**config.mk**
```make
export PLATFORM = sky130hd
export DESIGN_NAME = data_memory
export DESIGN_NICKNAME = d
export VERILOG_FILES = /design/src/rtl/data_memory.sv
export SDC_FILE = /design/constraint.sdc
export NUM_CORES = 2
export LEC_CHECK = 0
export BUFFER_PORTS_ARGS = -buffer_cell sky130_fd_sc_hd__buf_4
export CAP_MARGIN = 20
export CORE_AREA = 2 2 452 454
export CTS_CLUSTER_DIAMETER = 100
export DETAILED_ROUTE_END_ITERATION = 8
export DIE_AREA = 0 0 454 456
export GPL_ROUTABILITY_DRIVEN = 0
export HOLD_SLACK_MARGIN = 0.08
export PLACE_DENSITY_LB_ADDON = 0.1
export SYNTH_ARGS = -nofsm -noshare
export SYNTH_HDL_FRONTEND = slang
export SYNTH_SLANG_ARGS = --single-unit
export TNS_END_PERCENT = 20
```
**constraint.sdc**
```tcl
create_clock -name clk -period 167.5 [get_ports clk]
set_clock_uncertainty 0.2 [all_clocks]
set_input_delay 16.75 -clock clk [delete_from_list [all_inputs] [get_ports clk]]
set_output_delay 16.75 -clock clk [all_outputs]
set_load 0.02 [all_outputs]
```
**src/rtl/data_memory.sv**
```systemverilog
// Single-port data memory with registered read and asynchronous clear of every word.
// Optional build macro DATA_MEMORY_WRITE_THROUGH_EN selects write-first read-during-write.
module data_memory #(
  parameter int DATA_WIDTH = 8,
  parameter int ADDR_WIDTH = 8,
  parameter int DEPTH      = 2**ADDR_WIDTH
) (
  input  logic                  clk,
  input  logic                  reset,
  input  logic                  mem_write,
  input  logic [ADDR_WIDTH-1:0] address,
  input  logic [DATA_WIDTH-1:0] input_data,
  output logic [DATA_WIDTH-1:0] output_data
);

  // Storage lives in flops, not block RAM, because reset must clear every word at once.
  logic [DATA_WIDTH-1:0] mem_reg [DEPTH];
  logic [DATA_WIDTH-1:0] output_data_reg;
  logic [DATA_WIDTH-1:0] output_data_next;
  logic [DEPTH-1:0]      word_we;

  generate
    for (genvar gi = 0; gi < DEPTH; gi++) begin : g_word_we
      assign word_we[gi] = mem_write && (address == ADDR_WIDTH'(gi));
    end
  endgenerate

  always_ff @(posedge clk or posedge reset) begin
    if (reset) begin
      for (int i = 0; i < DEPTH; i++) begin
        mem_reg[i] <= '0;
      end
    end else begin
      for (int i = 0; i < DEPTH; i++) begin
        if (word_we[i]) begin
          mem_reg[i] <= input_data;
        end
      end
    end
  end

  always_comb begin
    output_data_next = mem_reg[address];
`ifdef DATA_MEMORY_WRITE_THROUGH_EN
    if (mem_write) begin
      output_data_next = input_data;
    end
`endif
  end

  always_ff @(posedge clk or posedge reset) begin
    if (reset) begin
      output_data_reg <= '0;
    end else begin
      output_data_reg <= output_data_next;
    end
  end

  assign output_data = output_data_reg;

endmodule

```
==> impl_metrics.ini <==
[cts]
cts_sinks = 2056
cts_root_buf = clkbuf_16
clock_path_buffers = 3
post-cts-setup-buffers = 0
numCtsBuffers = 221
clkTransAtPathRegs_ns = 0.06
cts_tree = yes
ctsHtreeMaxLevel = 4
insertion_delay_ns = 0.87
postCtsHoldBufs = 0
post_cts_resize_count = 0

[yosys]
synth_nets = 5860
syn-cell-area_um2 = 92700
yosysWarnings = 0
netlist_instances = 5841
synthDistinctLibCells = 24
ys_seq_area_share_pct = 55.5
ys_ff_latch = 2056
avgSynthCellArea_um2 = 15.9

[worst_hold_path]
min_from = mem_reg[1482]$_DFFE_PP0P_
hold_class = register to register

[sta]
fin_tns_setup_ns = 0
slew_headroom_pct = 10.9
max_freq_ghz = 0.0453
finalHoldViolations = 0
rsz0062_at_grt = no
drv_slew = 0
fin_crit_ns = 22.06
hold_slack_ns = 0.299
tightest_slew_ns = 1.32
period_share_pct = 13.2
setup_viol = 0

[cells_and_area]
utilization_pct = 51.1
areaGrowthSynthToFinish_pct = 11.3
multi_input_comb_area_um2 = 39400
finalNetCount = 5765
drive_gt1_share_pct = 55.2
largest_register_ffs = 2048
regArea_um2 = 51400
n_fill_cell = 16800
finalInstanceArea_um2 = 103000

[drt]
viasPerCell = 6.00
drt_wl_total_um = 250000
vias = 51600
drc_errors = 0
drtAntennaViolNets = 0
wl_per_cell_um = 29.0
drtIter0Drc = 3453
drtPass1Iterations = 5

[grt]
grt_pass1_vias = 54600
grt_antenna_before_repair = 3
grtUsageTotal_pct = 24.4
grt_first_pass_wirelength_um = 378000
grt_start_max_net_pins = 177
grt-ovfl-total = 0

[critical_path]
crit_fanout = 84
critPathLaunch = address[0]
worstSetupPathType = input port to register
r2r-start = mem_reg[678]$_DFFE_PP0P_
required_ns = 167.98
endpoint_kind = register
cp-start-kind = input port
worst_ep_arrival_time_ns = 22.54

[power]
p_leak_nw = 47.7
ir_drop_v = 0.0000117
power_mw = 1.12
p_per_area_nw_per_um2 = 10.8

[floorplanning]
die_w_um = 454
die-area_um2 = 207000
core_area_um2 = 202000
die_y_um = 456
start_util_pct = 45.9
placementRows = 165
num_io_pins = 27

[outcome]
status = finished, final reports clean

[run]
maxCapViolations = 0

[placement]
dpl.hpwl_um = 149000
post_dp_cell_area_um2 = 95400
port_buffers = 26
report_power, final:
group          internal (mW)  total [mW]  switching (mW)
Clock                  0.295       0.503           0.208
Combinational         0.0355      0.0813          0.0458
Sequential             0.520       0.532          0.0113
Total                  0.851        1.12           0.265
cell families after synthesis:
logic type      count (synthesis)  share of synthesized area (%)
simple gates                  345                           2.02
mux                          2560                           37.3
buf+inv                       464                           2.07
flops                        2056                           55.5
compound gates                416                           3.07
per-layer routing:
layer	share of wire (%)	global-route usage (%)	up-vias	routed length, um
met4	2.5	6.33	0	6220
li1	-	-	21800	-
met5	0	0	-	0
met3	3.7	3.38	331	9250
met2	48	39.2	946	121000
met1	45	35.0	28600	113000
worst max-delay path, cell delays in order:
cell	delay, ns
buf_8	0.57
buf_4	0.78
buf_4	0.67
buf_12	0.60
buf_4	0.64
mux4_2	0.57
a22oi_1	0.16
a21oi_1	0.13
o41ai_1	1.05
buf_4	0.25
nand4_1	0.09
worst paths after layout:
| check | slack (ns) | endpoint | depth (start not counted) |
|---|---|---|---|
| max | 145.44 | output_data[6]$_DFF_PP0_ | 11 |
| min | 0.30 | mem_reg[1482]$_DFFE_PP0P_ | 1 |
| max reg2reg | 164.16 | output_data[6]$_DFF_PP0_ | 6 |
| min reg2reg | 0.30 | mem_reg[1482]$_DFFE_PP0P_ | 1 |
| max in group asynchronous | 146.01 | mem_reg[308]$_DFFE_PP0P_ | 9 |
| min in group asynchronous | 15.76 | mem_reg[1781]$_DFFE_PP0P_ | 2 |
area by class of cell:
type | count | area share (%)
clock buffer | 341 | 6.46
timing repair buffer | 145 | 1.29
sequential | 2056 | 49.9
tap | 2672 | 3.24
clock inverter | 66 | 0.864
inverter | 1 | 0.0109
antenna | 3 | 0.00728
multi-input combinational | 3321 | 38.2
cell usage after synthesis:
cell type	count	area (um^2)
a22oi_1	256	1920
or2_2	2	12.5
mux2_2	2048	23100
nand3_1	10	50.1
buf_2	84	420
nor2_1	46	173
buf_1	29	109
nand3_2	4	40.0
mux4_2	512	11500
buf_4	12	90.1
nor2b_1	8	50.1
inv_1	1	3.75
o41ai_1	32	280
dfrtp_1	2056	51400
nor2_2	184	1150
clkbuf_1	335	1260
and2_1	2	12.5
a21oi_1	128	641
nor3_1	4	20.0
nand2b_1	6	37.5
buf_6	3	33.8
and3_1	4	25.0
nand4_1	8	50.1
nand2_1	67	251
cell usage in the layout, fill, tap and decap left out, types with 3 or more instances in the layout:
cell / Yosys / routed
buf_8: 0 / 10
nand4_1: 8 / 8
dfrtp_1: 2056 / 2056
nor2b_1: 8 / 5
diode_2: 0 / 3
nand2_2: 0 / 5
mux4_2: 512 / 512
buf_12: 0 / 6
nor2_1: 46 / 45
o41ai_1: 32 / 30
nand2_1: 67 / 62
clkinv_2: 0 / 34
nand3_1: 10 / 5
inv_6: 0 / 4
a22oi_1: 256 / 256
buf_4: 12 / 122
a21oi_1: 128 / 128
clkbuf_8: 0 / 66
and3_2: 0 / 3
buf_16: 0 / 5
clkbuf_1: 335 / 53
mux2_2: 2048 / 2048
nand3_2: 4 / 7
clkinv_8: 0 / 5
clkinv_16: 0 / 4
nand2b_1: 6 / 4
nor3_1: 4 / 4
bufinv_16: 0 / 14
nor2_2: 184 / 184
clkbuf_16: 0 / 222
per-stage QoR:
stage	worst slack (ns)	instances
5_1_grt	145.03	8603
3_3_place_gp	144.40	8188
4_1_cts	145.30	8598
3_5_place_dp	144.47	8191
6_report	145.44	8605
2_1_floorplan	92.47	5841
No activity file was read; power rests on OpenSTA's default activity.
